===== config.mk =====
export PLATFORM = sky130hd
export DESIGN_NAME = carry_select_adder
export DESIGN_NICKNAME = d
export VERILOG_FILES = /design/src/rtl/csa_pkg.sv /design/src/rtl/csa_rca_block.sv /design/src/rtl/carry_select_adder.sv
export SDC_FILE = /design/constraint.sdc
export NUM_CORES = 1
export LEC_CHECK = 0
export ABC_AREA = 0
export BUFFER_PORTS_ARGS = -buffer_cell sky130_fd_sc_hd__buf_2
export CORE_AREA = 2 2 39 41
export DETAILED_ROUTE_END_ITERATION = 12
export DIE_AREA = 0 0 41 43
export PLACE_DENSITY = 0.67
export SLEW_MARGIN = 20
export SYNTH_ARGS = -nofsm -noshare
export SYNTH_HDL_FRONTEND = slang
export SYNTH_SLANG_ARGS = --single-unit
export TNS_END_PERCENT = 1

===== constraint.sdc =====
create_clock -name clk -period 0.8 [get_ports clk]
set_input_delay 0.04 -clock clk [delete_from_list [all_inputs] [get_ports clk]]
set_output_delay 0.04 -clock clk [all_outputs]
set_load 0.1 [all_outputs]

===== src/rtl/csa_pkg.sv =====
// rtl/csa_pkg.sv - shared constants and reference sum for the carry-select adder
package csa_pkg;

   localparam int WIDTH_DEF = 8;
   localparam int BLK_DEF   = 4;
   localparam int REF_W     = 32;

   // Plain wide addition, used as the golden value by the bench.
   function automatic logic [REF_W:0] ref_sum(input logic [REF_W-1:0] a,
                                              input logic [REF_W-1:0] b,
                                              input logic             cin);
      return {1'b0, a} + {1'b0, b} + {{REF_W{1'b0}}, cin};
   endfunction

endpackage


===== src/rtl/csa_rca_block.sv =====
// rtl/csa_rca_block.sv - BLK-bit ripple-carry adder built from full-adder equations
module csa_rca_block #(
   parameter int BLK = 4
) (
   input  logic [BLK-1:0] a,
   input  logic [BLK-1:0] b,
   input  logic           ci,
   output logic [BLK-1:0] s,
   output logic           co
);

   logic carry;

   always_comb begin
      s     = '0;
      carry = ci;
      for (int i = 0; i < BLK; i++) begin
         s[i]  = a[i] ^ b[i] ^ carry;
         carry = (a[i] & b[i]) | (carry & (a[i] ^ b[i]));
      end
      co = carry;
   end

endmodule


===== src/rtl/carry_select_adder.sv =====
// rtl/carry_select_adder.sv - carry-select adder with registered {cout,y}
module carry_select_adder
   import csa_pkg::*;
#(
   parameter int WIDTH = WIDTH_DEF,
   parameter int BLK   = BLK_DEF
) (
   input  logic             clk,
   input  logic             rst_n,
   input  logic [WIDTH-1:0] a,
   input  logic [WIDTH-1:0] b,
   input  logic             cin,
   output logic [WIDTH-1:0] y,
   output logic             cout
);

   localparam int N = WIDTH / BLK;

   logic [WIDTH-1:0] sum;
   logic             sum_co;

   for (genvar k = 0; k < N; k++) begin : g_blk
      logic           ci_blk;
      logic           co_blk;
      logic [BLK-1:0] s_blk;

      if (k == 0) begin : g_lo
         assign ci_blk = cin;
         csa_rca_block #(.BLK(BLK)) u_rca (
            .a  (a[BLK-1:0]),
            .b  (b[BLK-1:0]),
            .ci (ci_blk),
            .s  (s_blk),
            .co (co_blk)
         );
      end else begin : g_hi
         logic [BLK-1:0] s0;
         logic [BLK-1:0] s1;
         logic           c0;
         logic           c1;

         assign ci_blk = g_blk[k-1].co_blk;

         csa_rca_block #(.BLK(BLK)) u_rca0 (
            .a  (a[k*BLK +: BLK]),
            .b  (b[k*BLK +: BLK]),
            .ci (1'b0),
            .s  (s0),
            .co (c0)
         );

         csa_rca_block #(.BLK(BLK)) u_rca1 (
            .a  (a[k*BLK +: BLK]),
            .b  (b[k*BLK +: BLK]),
            .ci (1'b1),
            .s  (s1),
            .co (c1)
         );

         // Both candidates are ready early; only this mux sits on the carry chain.
         assign s_blk  = ci_blk ? s1 : s0;
         assign co_blk = ci_blk ? c1 : c0;
      end

      assign sum[k*BLK +: BLK] = s_blk;
   end

   assign sum_co = g_blk[N-1].co_blk;

   always_ff @(posedge clk or negedge rst_n) begin
      if (!rst_n) begin
         y    <= '0;
         cout <= 1'b0;
      end else begin
         y    <= sum;
         cout <= sum_co;
      end
   end

endmodule


======== After elaboration in Yosys (flattened, before gate mapping) ========
Cells that the tools add are included.
storage, ports and cells
  register bits after elaboration ......... 9
  input port bits ......................... 19
  logic and storage cells ................. 52
cells by class
  mux-type cells .......................... 2
  bitwise operators ....................... 48
operator list
  kind         number
  $and 1x1->1  18
  $xor 1x1->1  18
  $or 1x1->1   11
  $mux 4       1
  $mux 1       1
  $not 1->1    1

======== Longest topological paths before layout ========
Gate-level depths: netlist of run 1.
  depth after elaboration ................. 10
  mapped depth ............................ 13
  mapped depth without buffers ............ 13

======== Modules after synthesis ========
A second synthesis of run 1 with hierarchy kept.
unflattened totals
  cell total of the unflattened synthesis .. 58
  area total of the unflattened synthesis .. 641.9 µm²
modules (own cells, without submodules)
  module              times used  cells an instance  area an instance (µm²)  sequential area each (µm²)
  csa_rca_block       3           14                 117.6                   0.0
  carry_select_adder  1           16                 289.0                   225.2

======== Worst setup path before layout of run 1 ========
OpenSTA, ideal clock, no wires.
  path kind ............................... in2reg
  start point ............................. input port a[0]
  end point ............................... register y[7]
  library setup time ...................... 114 ps
  data arrival time ....................... 2719 ps
  slack ................................... -2033 ps
  stages .................................. 13
  cells stage by stage .................... fa_1 -> fa_1 -> inv_1 -> fa_1 -> inv_1 -> fa_1 -> mux2i_1 -> fa_1 -> inv_1 -> fa_1 -> inv_1 -> fa_1 -> inv_1
between the ends
  cells in the longest elaborated chain, start to end .. 10
  elaborated cells on any way between the ends .. 11
  classes of those cells .................. 1 x mux; 10 x bitwise
ends and longest elaborated chain
  element                      RTL line                  source
  start, declared              carry_select_adder.sv:10  input logic [WIDTH-1:0] a,
  $xor 1x1->1                  csa_rca_block.sv:19       carry = (a[i] & b[i]) | (carry & (a[i] ^ b[i]));
  $and 1x1->1                  csa_rca_block.sv:19
  $or 1x1->1 (*)               csa_rca_block.sv:19
  $and 1x1->1 (*)              csa_rca_block.sv:19
  $or 1x1->1 (*)               csa_rca_block.sv:19
  $and 1x1->1 (*)              csa_rca_block.sv:19
  $or 1x1->1 (*)               csa_rca_block.sv:19
  $and 1x1->1 (*)              csa_rca_block.sv:19
  $or 1x1->1 (*)               csa_rca_block.sv:19
  $mux 4 (*)                   carry_select_adder.sv:61  assign s_blk = ci_blk ? s1 : s0;
  named net g_blk[1].s_blk[3]  carry_select_adder.sv:25  logic [BLK-1:0] s_blk;
  end signal, assigned         carry_select_adder.sv:75  y <= sum;
  end, declared                carry_select_adder.sv:13  output logic [WIDTH-1:0] y,
The timed path passes the listed nets; every way through them passes the cells marked *.

======== Worst setup path in the final report of run 1 ========
Same ends and word-level chain as after synthesis.

==> metrics, run 1 <==
Fin. Hold Viols 0; multi-input logic area around 200 µm²; post-CTS setup buffers 0; sequential area share after synthesis approximately 48%; RSZ-0062 raised after global routing true; Clock Tree Root clkbuf_4; Iter 0 DRT Violations 7; fin. max-slew vios 0; Synth Register Bits 9; Area contributors post-synth dfrtp_1 48%, fa_1 30%, inv_1 13%; Worst Path Required 950 ps; Placement Cell Area 778.2 µm²; Fmax achieved about 380 MHz; Avg Inst Size Synth 12.78 µm²; drt total wl approximately 980 µm; Residual DRC 0; CP Capture Type register; Slew @ Worst Pin around 160 ps; largest area contributor in the netlist dfrtp_1; vias in the first global route approximately 380; Cell Rows 14; slew margin rel. 88.84%; total gr overflow 0; CTS tree yes; Starting Density 34.18%; CP Capture Point y[7]; Worst Hold Launch b[6]; pin count of the biggest net entering global routing 10; GR Util All Layers around 15%; outcome finished with violations; fin cells 86; Num CTS Buffers 3; Worst Path Max Fanout 2; total die area 1763 µm²; synthesized net count 65; Final period util 331.1%; die span in x between 40 and 50 µm; Sum Neg Setup Slack -8778 ps; critical path arrival about 2800 ps; Crit Path Class input port to register; Ports 28; post-route antenna net violation count 0; Final setup viols 17; CP cell instances buf_6, fa_2, fa_2, inv_2, fa_1, inv_1, fa_2, mux2i_2, fa_1, inv_1, fa_1, inv_1, fa_1, inv_1; Setup crit start a[0]; Critical Path Start Type input port; post-DR vias/cell between 4 and 5; Synth Instances 37; Static Leak around 0.00045 µW; clock sinks 9; first-pass GRT wire length roughly 1700 µm; drt first pass iters 2; core area about 1400 µm²; Tmin final ~2600 ps; net count reported at finish 99; synth warn 0; Cell variety after synth 6; Clock transition at path regs ~50 ps; HPWL Detailed slightly below 900 µm; H-tree Lvls 1; CP max-delay cell fa_1; most frequent cells in the layout 16 x inv_1, 16 x buf_2, 9 x dfrtp_1, 9 x buf_12, 4 x fa_1; post-synthesis instance area between 400 and 500 µm²; setup ws final -1849 ps; failing checks setup timing; antenna violations before repair 0; register area 225.2 µm²; worst hold path class input port to register; Routed WL per cell approximately 11 µm; design area ~830 µm²; Area growth syn-to-layout 75.66%; Ant. Diodes 0; maximum vdd drop just under 0.0008 V; Place WS -2168 ps; layout cells sized above 1 between 50% and 60%; die span in y 43 µm; vias post-DR 350; filler cell count about 110; Pwr Density roughly 2600 nW/µm²; Critical Path Max Stage Delay 470 ps; placer congestion estimate 0.5805; port buffer count 27; share of the synthesized area in the top cell type a little under half; max_cap viols 0; CTS Buffer Depth 2; Inst Count DP just over 80
## cell families (layout without fill, tap and decap cells)
kind of cell / after synthesis / count (layout) / synth area share (%)
flip-flops: 9 / 9 / 47.62
XOR/XNOR: 1 / 1 / 1.852
buffers and inverters: 17 / 50 / 13.49
adder cells (fa/ha/maj): 9 / 9 / 34.92
multiplexers: 1 / 1 / 2.116
## how the worst min path moves through the flow
stage | end | slack (ps) | depth (start not counted)
after global placement | y[7] | -110 | 1
after floorplan | cout | -260 | 0
final | y[6] | 70 | 2
after CTS | y[6] | 70 | 2
after detailed placement | y[7] | -110 | 1
after global routing | y[0] | 70 | 2
## cell usage after synthesis
| master | n |
|---|---|
| inv_1 | 17 |
| xor2_1 | 1 |
| dfrtp_1 | 9 |
| mux2i_1 | 1 |
| ha_1 | 2 |
| fa_1 | 7 |
## where the power goes
part | switching [µW] | internal, µW | total (µW)
registers | 68.0 | 540 | 608
clock network | 134 | 191 | 325
logic | 769 | 433 | 1200
## layer usage
layer	global-route usage (%)	wire [µm]
met5	0	0
met4	10.00	10
met3	2.094	72
met2	25.62	562
met1	16.26	332
## through the flow
stage	total power [µW]	util (%)	hold slack, ps
after floorplan	1296	-	-255.6
after global placement	1779	56.24	-110.5
after detailed placement	1814	56.24	-109.2
after CTS	2156	60.04	67.90
after global routing	2231	60.04	73.99
final	2135	60.04	72.00
## state kept, by name, summed over array words and instances (netlist names)
register  cells
y             8
cout          1
## final cells by class
class,instances,area share [%]
Clock buffer,4,3.163
Tap cell,16,2.410
Sequential cell,9,27.11
Inverter,17,7.681
Timing Repair Buffer,29,36.14
Multi-Input combinational cell,11,23.49
## repair_timing
action,in CTS,in global routing
setup endpoints to repair,17,17
pin swaps,1,0
resized for setup,3,0
hold buffers,1,0
hold endpoints to repair,9,0
## critical path, delay by kind of cell
kind,cells,cell delay (ps)
mux,1,160
fa+ha+maj,7,2230
buf+inv,6,370
(Power assumes the default switching activity.)
==> run 2: changes to the inputs <==
PLACE_DENSITY = default   (was 0.67)
PLACE_DENSITY_LB_ADDON = 0.25   (was default)
==> run 2 against run 1 <==
Compared with the run above:
- the flow still finishes with violations (setup timing)
- flip-flop and latch count stayed put
- power is 1.5% lower
- clock-buffer cell count unchanged
==> metrics, run 2 (synthesis results as in run 1) <==
Fin Hold WS 61.54 ps; RSZ-0062 raised after global routing true; Worst Path Buf+Inv 6; post-CTS setup buffers 0; Pwr Density between 2000 and 3000 nW/µm²; CTS tree yes; Ports 28; Final period util 321.7%; Clock transition at path regs 50 ps; overall power between 2000 and 2500 µW; CP top delay family adder cells; Worst Path Required approximately 950 ps; Iter 0 DRT Violations 1; slew margin rel. between 80% and 90%; core area roughly 1400 µm²; Area growth syn-to-layout 73.54%; Fin. Hold Viols 0; Place WS -2112 ps; Slew @ Worst Pin around 160 ps; drt first pass iters 5; Critical Path Max Stage Delay about 470 ps; port buffer count 27; Critical Path Start Type input port; Num CTS Buffers 3; H-tree Lvls 1; max_cap viols 0; HPWL Detailed a little under 600 µm; fin cells 86; most numerous cell on the critical path fa_1; CP Capture Type register; Starting Density around a third; maximum vdd drop between 0.0007 and 0.0008 V; failing checks setup timing; CTS Buffer Depth 2; net count reported at finish 99; Ant. Diodes 0; Tmin final about 2600 ps; most common cell after layout, fill and taps aside buf_2; max FFs per register 8; Inst Count DP 81; Residual DRC 0; placer congestion estimate 0.5967; Final setup viols 17; die span in y between 40 and 50 µm; most flop-heavy register y; Routed WL per cell slightly below 7 µm; Sum Neg Setup Slack -8332 ps; post-DR vias/cell 3.942; GR Util All Layers 10.54%; outcome finished with violations; critical path arrival ~2700 ps; pin count of the biggest net entering global routing 10; vias post-DR between 300 and 400; Crit Path Class input port to register; vias in the first global route between 300 and 400; antenna violations before repair 0; most frequent cells in the layout 17 x buf_2, 15 x inv_1, 9 x dfrtp_1, 9 x buf_12, 4 x fa_1; layout cells sized above 1 approximately half; Largest regs y x8, cout x1; Static Leak ~0.00045 µW; die span in x ~41 µm; worst hold path class input port to register; setup ws final -1774 ps; first-pass GRT wire length ~1100 µm; Cell Rows 14; CP max-delay cell fa_1; clock sinks 9; total gr overflow 0; total die area roughly 1800 µm²; Worst Path Max Fanout 2; fin. max-slew vios 0; post-route antenna net violation count 0; CP cell instances buf_6, fa_2, fa_2, inv_2, fa_1, inv_1, fa_2, mux2i_1, fa_1, inv_2, fa_1, inv_1, fa_1, inv_1; Fmax achieved approximately 400 MHz; filler cell count roughly 110; drt total wl 587 µm; Clock Tree Root clkbuf_4
-- run 2: path summary, 6_finish.rpt --
check                      startpoint    to  cells past startpoint
max                              a[0]  y[7]                     14
min                              b[6]  y[6]                      2
max in group asynchronous       rst_n  y[1]                      2
min in group asynchronous       rst_n  y[5]                      2
-- run 2: repair_timing --
item	4_1_cts	5_1_grt
pin swaps	1	0
endpoints found under the hold margin	9	0
hold buffers	1	0
setup endpoints to repair	17	17
resized for setup	1	1
-- run 2: metal layers --
metal / part of all wire, % / routed length (µm) / GRT usage, % / vias up
li1: - / - / - / 162
met3: 10 / 59 / 2.094 / 2
met2: 55 / 325 / 14.06 / 19
met1: 31 / 183 / 11.31 / 156
met4: 3.2 / 19 / 14.00 / 0
met5: 0 / 0 / 0 / -
-- run 2: layout make-up --
| cell class | instances | area, µm² | area share [%] |
|---|---|---|---|
| sequential | 9 | 225.2 | 27.44 |
| timing repair buffer | 29 | 294.0 | 35.82 |
| tap | 16 | 20.02 | 2.439 |
| clock buffer | 4 | 26.28 | 3.201 |
| inverter | 17 | 63.81 | 7.774 |
| multi-input combinational | 11 | 191.4 | 23.32 |
-- run 2: stage by stage --
stage               instance area (µm²)  util, %
CTS                               820.8    59.31
global route                      820.8    59.31
detailed placement                778.2    56.24
finish                            820.8    59.31
global placement                  778.2    56.24
floorplan                         480.5        -
-- run 2: where the power goes --
group | switching [µW] | internal (µW) | total [µW]
clock network | 129 | 190 | 319
logic | 756 | 423 | 1180
registers | 65.9 | 541 | 607
total | 950 | 1150 | 2100
